## config.mk

```make
export PLATFORM = sky130hd
export DESIGN_NAME = instruction_fetch_sequencer
export DESIGN_NICKNAME = d
export VERILOG_FILES = /design/src/rtl/instruction_fetch_sequencer.sv
export SDC_FILE = /design/constraint.sdc
export NUM_CORES = 1
export LEC_CHECK = 0
export CELL_PAD_IN_SITES_DETAIL_PLACEMENT = 1
export CELL_PAD_IN_SITES_GLOBAL_PLACEMENT = 1
export CORE_MARGIN = 1
export CORE_UTILIZATION = 30
export CTS_CLUSTER_SIZE = 30
export DETAILED_ROUTE_END_ITERATION = 12
export GPL_TIMING_DRIVEN = 0
export PLACE_DENSITY = 0.65
export SLEW_MARGIN = 20
export SYNTH_ARGS = -nofsm -noshare
export SYNTH_HDL_FRONTEND = slang
export SYNTH_SLANG_ARGS = --single-unit
```

## constraint.sdc

```tcl
create_clock -name i_clk -period 3.05 [get_ports i_clk]
set_input_delay 0.61 -clock i_clk [delete_from_list [all_inputs] [get_ports i_clk]]
set_output_delay 0.61 -clock i_clk [all_outputs]
set_load 0.1 [all_outputs]
```

## src/rtl/instruction_fetch_sequencer.sv

```systemverilog
// ---------------------------------------------------------------------------
// instruction_fetch_sequencer
//
// Owns the program counter of the MIPS core and drives the word address of a
// synchronous-read Instruction_Memory (one-cycle read latency). Fetched words
// are delivered to decode over a valid/ready handshake through a 2-entry
// in-order fetch buffer. Branch/jump redirects flush the fetch path and load
// a new PC. A PC that is misaligned or beyond the end of memory stops
// fetching and raises a sticky fault.
//
// Ports
//   i_clk             rising-edge clock
//   i_rst             synchronous active-high reset
//   o_imem_addr       word address to Instruction_Memory (pc[ADDR_W+1:2])
//   o_imem_req        high in cycles where o_imem_addr is a real fetch
//   i_imem_data       instruction word for the address issued last cycle
//   o_inst_valid      o_inst_out/o_inst_pc hold a deliverable instruction
//   i_inst_ready      decode accepts the head instruction
//   o_inst_out        instruction word at the buffer head
//   o_inst_pc         byte PC of o_inst_out
//   i_redirect_valid  load i_redirect_pc and flush the fetch path
//   i_redirect_pc     byte target PC of the redirect
//   o_fault           sticky illegal-PC flag
//   o_fault_pc        PC that caused the fault
// ---------------------------------------------------------------------------
module instruction_fetch_sequencer #(
    parameter int          ADDR_W   = 5,
    parameter logic [31:0] RESET_PC = 32'h0
) (
    input  logic              i_clk,
    input  logic              i_rst,
    output logic [ADDR_W-1:0] o_imem_addr,
    output logic              o_imem_req,
    input  logic [31:0]       i_imem_data,
    output logic              o_inst_valid,
    input  logic              i_inst_ready,
    output logic [31:0]       o_inst_out,
    output logic [31:0]       o_inst_pc,
    input  logic              i_redirect_valid,
    input  logic [31:0]       i_redirect_pc,
    output logic              o_fault,
    output logic [31:0]       o_fault_pc
);

    typedef enum logic {
        ST_RUN   = 1'b0,
        ST_FAULT = 1'b1
    } state_t;

    state_t      r_state;
    logic [31:0] r_pc;
    logic        r_inflight;
    logic [31:0] r_inflight_pc;
    logic [31:0] r_buf_data [2];
    logic [31:0] r_buf_pc   [2];
    logic        r_head;
    logic [1:0]  r_count;
    logic        r_fault;
    logic [31:0] r_fault_pc;

    logic        w_pc_legal;
    logic        w_pop;
    logic        w_push;
    logic [2:0]  w_occupancy;
    logic        w_space;
    logic        w_issue;
    logic        w_wr_idx;

    // A PC is legal when word aligned and inside the 2**ADDR_W word memory;
    // there is no wrap, so the first address past the end is illegal.
    assign w_pc_legal  = (r_pc[1:0] == 2'b00) && ((r_pc >> (ADDR_W + 2)) == 32'd0);

    assign w_pop       = o_inst_valid & i_inst_ready;
    assign w_push      = r_inflight;

    // Slots already claimed (buffered plus the word returning this cycle),
    // less the one leaving now; a new fetch is only issued if the buffer can
    // still absorb it when it returns, so the buffer never overflows.
    assign w_occupancy = {1'b0, r_count} + {2'b00, r_inflight};
    assign w_space     = (w_occupancy - {2'b00, w_pop}) < 3'd2;

    // Reset and redirect both suppress issue in the current cycle: the
    // redirect target is fetched in the following cycle once r_pc holds it.
    assign w_issue     = !i_rst && !i_redirect_valid && (r_state == ST_RUN)
                         && w_pc_legal && w_space;

    // Tail slot is head + count modulo 2; with a full buffer that is the head
    // slot, which is legal only when the head is popping in the same cycle.
    assign w_wr_idx    = r_head + r_count[0];

    assign o_imem_addr  = r_pc[ADDR_W+1:2];
    assign o_imem_req   = w_issue;
    assign o_inst_valid = (r_count != 2'd0);
    assign o_inst_out   = r_buf_data[r_head];
    assign o_inst_pc    = r_buf_pc[r_head];
    assign o_fault      = r_fault;
    assign o_fault_pc   = r_fault_pc;

    // Fetch state machine, PC, in-flight tracking and fetch buffer.
    // Priority: reset, then redirect (flushes everything including the
    // returning word and the current head), then normal issue/push/pop.
    always_ff @(posedge i_clk) begin
        if (i_rst) begin
            r_state       <= ST_RUN;
            r_pc          <= RESET_PC;
            r_inflight    <= 1'b0;
            r_inflight_pc <= 32'd0;
            r_head        <= 1'b0;
            r_count       <= 2'd0;
            r_fault       <= 1'b0;
            r_fault_pc    <= 32'd0;
            for (int i = 0; i < 2; i++) begin
                r_buf_data[i] <= 32'd0;
                r_buf_pc[i]   <= 32'd0;
            end
        end else if (i_redirect_valid) begin
            r_state    <= ST_RUN;
            r_pc       <= i_redirect_pc;
            r_inflight <= 1'b0;
            r_head     <= 1'b0;
            r_count    <= 2'd0;
            r_fault    <= 1'b0;
        end else begin
            r_inflight <= w_issue;
            if (w_issue) begin
                r_inflight_pc <= r_pc;
                r_pc          <= r_pc + 32'd4;
            end

            // An illegal PC stops fetching; older words keep draining.
            if ((r_state == ST_RUN) && !w_pc_legal) begin
                r_state    <= ST_FAULT;
                r_fault    <= 1'b1;
                r_fault_pc <= r_pc;
            end

            if (w_push) begin
                r_buf_data[w_wr_idx] <= i_imem_data;
                r_buf_pc[w_wr_idx]   <= r_inflight_pc;
            end
            if (w_pop) begin
                r_head <= ~r_head;
            end
            r_count <= r_count + {1'b0, w_push} - {1'b0, w_pop};
        end
    end

endmodule
```

Word-level counts from Yosys, hierarchy flattened
Memory sizes are Yosys's and may differ from the RTL's. A register that Yosys moved wholly into a read port is not among the register bits. Cells that the tools add are included.

Word-level logic and storage cells: 56. Register bits after elaboration: 101. Output and inout port bits: 104. RAM bits: 128. Input port bits: 68. Memories: 2.

Memories: r_buf_data (depth 2, width 32, read ports 1, clocked after memory_dff 1, write ports 2, RTL line 54) `logic [31:0] r_buf_data [2];`; r_buf_pc (depth 2, width 32, read ports 1, clocked after memory_dff 1, write ports 2, RTL line 55) `logic [31:0] r_buf_pc [2];`.

Add/subtract/negate cells: 6. Muxes and demuxes: 18. Reductions and logical operators: 18. Magnitude comparators: 1. Bitwise gates (word level): 4.

Operator list (count): 32-bit two-way mux (4); 32-bit OR reduction (2); 32-bit by 3-bit adder with 32-bit output, second input constant (1); 32-bit logical NOT (1); 1-bit two-way mux (14); 1-bit logical AND (6); 2-bit AND reduction (2); 2-bit nonzero test (2); 2-bit by 1-bit adder with 3-bit output (1); 1-bit logical NOT (3); 3-bit by 2-bit < comparator with 1-bit output, second input constant (1); 1-bit inverter (3); 3-bit by 1-bit subtractor with 3-bit output (1); 2-bit by 1-bit adder with 2-bit output (1); 2-bit logical NOT (1); 2-bit OR reduction (1); 2-bit by 1-bit subtractor with 2-bit output (1); 1-bit adder (1); 1-bit AND (1).

Longest topological paths before layout
Depth in word-level cells: 7. Depth in mapped cells: 13. Depth with buffers taken out: 12.

Least setup slack after synthesis
Ideal clock, no wire load.

Kind: register to output. Start point: register r_count[1]. End point: output port o_imem_req. Setup slack: -687 ps. Buffers on the path: 1. Arrival time: 3127 ps. Stages on the path, launching flop included: 12. Data required time: 2440 ps. Cell sequence: dfxtp_1 inv_1 nand2_1 and2_1 ha_1 inv_1 ha_1 fa_1 nor2_1 nand3_1 nor3_4 buf_6.

Longest elaborated chain between the ends: 5.

Ends and longest elaborated chain: from (decl) (RTL line 57) `logic [1:0] r_count;`; from (signal assigned) (RTL line 144) `r_count <= r_count + {1'b0, w_push} - {1'b0, w_pop};`; 2-bit nonzero test (RTL line 93) `assign o_inst_valid = (r_count != 2'd0);`; net o_inst_valid (RTL line 35) `output logic o_inst_valid,`; 1-bit AND (RTL line 73) `assign w_pop = o_inst_valid & i_inst_ready;`; net w_pop (RTL line 62) `logic w_pop;`; 3-bit by 1-bit subtractor with 3-bit output (RTL line 80) `assign w_space = (w_occupancy - {2'b00, w_pop}) < 3'd2;`; 3-bit by 2-bit < comparator with 1-bit output (RTL line 80); 1-bit logical AND (RTL line 85) `&& w_pc_legal && w_space;`; to (decl) (RTL line 33) `output logic o_imem_req,`.

The timed path passes the listed nets, and every way through them passes these cells.

Worst setup path in the final report
Start point: register r_count[0]. End point: output port o_imem_req.

Longest elaborated chain between the ends: 5.

Ends and longest elaborated chain (RTL line): 2-bit nonzero test (93); 1-bit AND (73); net w_pop (62); 3-bit by 1-bit subtractor with 3-bit output (80); 3-bit by 2-bit < comparator with 1-bit output (80); 1-bit logical AND (85).

The timed path passes the listed nets, and every way through them passes these cells.

==> results.json <==
{
  "status": "finished with violations",
  "violations": "negative setup slack",
  "viasPerCell": 4.45,
  "tightest_slew_ns": 1.07,
  "drtAntennaViolNets": 0,
  "rsz0062_at_grt": "yes",
  "synth_nets": 761,
  "place_ws_ns": -1.81,
  "cts_made_buffers": 26,
  "grt.total_usage_pct": 13.9,
  "drt_iter0_drc": 203,
  "nNetsFinal": 969,
  "initial_utilization_pct": 30.6,
  "gp_congestion": 0.714,
  "grt_max_degree": 39,
  "core-area_um2": 29800,
  "drt-wirelength-per-cell_um": 16.7,
  "worstPathMaxFanout": 2,
  "dieArea_um2": 31100,
  "power.density_nw_per_um2": 589,
  "totalWireLength_um": 21900,
  "root_buffer": "clkbuf_16",
  "async_flop_share_pct": 0,
  "cts_tree": "yes",
  "max_freq_mhz": 290,
  "required_ns": 2.44,
  "synth_ff_type": "edfxtp_1",
  "path_clk_slew_ns": 0.06,
  "slew_headroom_pct": 28.3,
  "synth-seq-cells": 230,
  "antenna_found_initial": 1,
  "vias": 5821,
  "synthCells": 689,
  "intPower_uw": 5580,
  "grt_overflow": 0,
  "total_power_uw": 7340,
  "die_x_um": 176,
  "power_switching_uw": 1770,
  "grt_pass1_vias": 6104,
  "clkLatencyLatePin_ns": 0.52,
  "rows": 63,
  "drt_first_pass_iters": 4,
  "p_leak_uw": 0.00484,
  "crit_chain": "inv_4 > nand2_8 > and2_4 > ha_4 > inv_2 > ha_4 > fa_1 > nor2_1 > nand3_2 > nor3_4 > buf_12 > buf_16",
  "fin_area_um2": 12500,
  "drc": 0,
  "synthesis.area_um2": 9130,
  "setup_viol": 1,
  "critPathLaunchType": "flip-flop",
  "cpMostUsedCell": "ha_4",
  "combPwrFrac_pct": 10.3,
  "pin_count": 172,
  "hp-class": "flip-flop to flip-flop",
  "worstSetupPathType": "flip-flop to output pin",
  "syn_to_final_growth_pct": 36.6,
  "finalCriticalPeriod_ns": 3.45,
  "period_share_pct": 113,
  "yosys_warnings": 0,
  "crit_path_end_kind": "output pin",
  "hold_violations": 0,
  "clock_skew_ns": 0.00805,
  "synth_edf_count": 128,
  "cts_sinks": 230,
  "ys_seq_area_share_pct": 64.5,
  "post-route-worst-setup-slack_ns": -0.403,
  "io_buffers": 170,
  "critical-path-max-stage-delay_ns": 0.46,
  "maxCapViolations": 0,
  "ys_types": 37,
  "dp_hpwl_um": 14500,
  "clkPwrFrac_pct": 43.3,
  "slew_violations": 0,
  "grt_first_pass_wirelength_um": 33400,
  "place_area_um2": 11400,
  "slowest_stage": "fa_1",
  "die_h_um": 176,
  "clock_path_buffers": 3,
  "h-tree-depth": 1,
  "drive_above_1_share_pct": 23.0,
  "swShare_pct": 24.1,
  "hold_buffers": 0,
  "avgSynthCellArea_um2": 13.2,
  "final_core_util_pct": 41.8,
  "arrival_ns": 2.84,
  "vdd_drop_max_v": 0.000382,
  "seq_power_share_pct": 46.5
}
cells in the final DEF, fill, tap and decap left out, drive strengths merged, types with 2 or more instances in the layout:
cell	count
nand2	9
mux2i	62
clkinv	5
dfxtp	102
clkdlybuf4s15	60
inv	8
nand3	4
nand4	2
edfxtp	128
a21oi	4
nor3	6
and2	158
a211o	2
dlygate4sd2	5
clkdlybuf4s50	104
ha	3
nor4	6
bufinv	4
nor2	67
mux2	64
or3b	2
clkbuf	65
and3	2
a32oi	2
buf	27
xor2	2
a31oi	3
or2	3
layer usage:
metal	vias to the layer above	routed length, um	global-route usage [%]
met5	-	0	0
met3	31	1910	5.08
met1	2844	9060	16.3
met2	157	10400	23.8
met4	0	507	3.77
li1	2789	-	-
synthesized netlist by cell type, types with 2 or more instances:
cell type	count	share of area (%)
a21oi_1	4	0.22
inv_1	7	0.29
or2_2	2	0.14
nor4_1	2	0.14
mux2i_1	62	6.8
nand2_1	9	0.37
nand3_1	4	0.22
ha_1	3	0.41
and2_1	158	11
a211o_1	2	0.19
clkbuf_1	29	1.2
and3_1	2	0.14
or3b_2	2	0.19
nor3_1	5	0.27
buf_1	6	0.25
xor2_1	2	0.19
edfxtp_1	128	42
mux2_2	64	7.9
a32oi_1	2	0.19
nor2_1	66	2.7
dfxtp_1	102	22
nor4_2	4	0.55
buf_4	8	0.66
a31oi_1	3	0.21
through the flow:
step,hold slack (ns),std cells,TNS [ns]
after floorplan,0.435,689,-0.0704
after global placement,0.447,1249,-178.57
after detailed placement,0.453,1251,-87.43
after CTS,0.472,1305,-0.459
after global routing,0.482,1306,-0.531
final,0.464,1307,-0.403
worst paths after layout:
path                     start                 to  slack, ns  cells past startpoint
max                 r_count[0]         o_imem_req      -0.40                     12
max reg2reg         r_count[0]  r_inflight_pc[26]       0.21                     14
min          r_inflight_pc[15]  r_inflight_pc[15]       0.46                      1
min reg2reg  r_inflight_pc[15]  r_inflight_pc[15]       0.46                      1
area by class of cell:
class                           count  area (um2)
Antenna cell                        1        2.50
Fill cell                        3076       17300
Tap cell                          390         488
Sequential cell                   230        5890
Buffer                             44         221
Timing Repair Buffer              180        1890
Inverter                            7        31.3
Clock inverter                     10         149
Clock buffer                       37         723
Multi-Input combinational cell    408        3070
logic make-up after synthesis:
kind of cell / synth area share (%)
AND/OR/NAND/NOR: 16.2
flip-flops: 64.5
multiplexers: 14.7
buffers and inverters: 2.56
AO/OA/AOI/OAI: 1.17
adder cells (fa/ha/maj): 0.631
XOR/XNOR: 0.288
critical path: cells and delay by family, from the launching register on:
kind / cells / cell delay (ns)
adder cells (fa/ha/maj): 3 / 0.86
buffers and inverters: 4 / 0.42
flip-flops: 1 / 0.34
AND/OR/NAND/NOR: 5 / 0.70
state kept, by name (all words and copies together) (netlist names), named ones only:
signal and count:
r_pc 32, r_inflight_pc 32, o_fault 1, r_head 1, r_buf_pc 64, r_inflight 1
o_fault_pc 32, r_buf_data 64, r_count 2
what timing repair did:
item	4_1_cts	5_1_grt
buffers inserted	8	0
cloned	0	1
resized for setup	205	3
setup endpoints to repair	85	52
pin swaps	5	1
power by group through the flow:
stage	logic (uW)	registers [uW]	clock network [uW]
floorplan	411	3570	0
global placement	757	3480	0
detailed placement	769	3480	0
CTS	763	3410	3270
global route	792	3420	3390
finish	755	3410	3180
(Power assumes the default switching activity.)
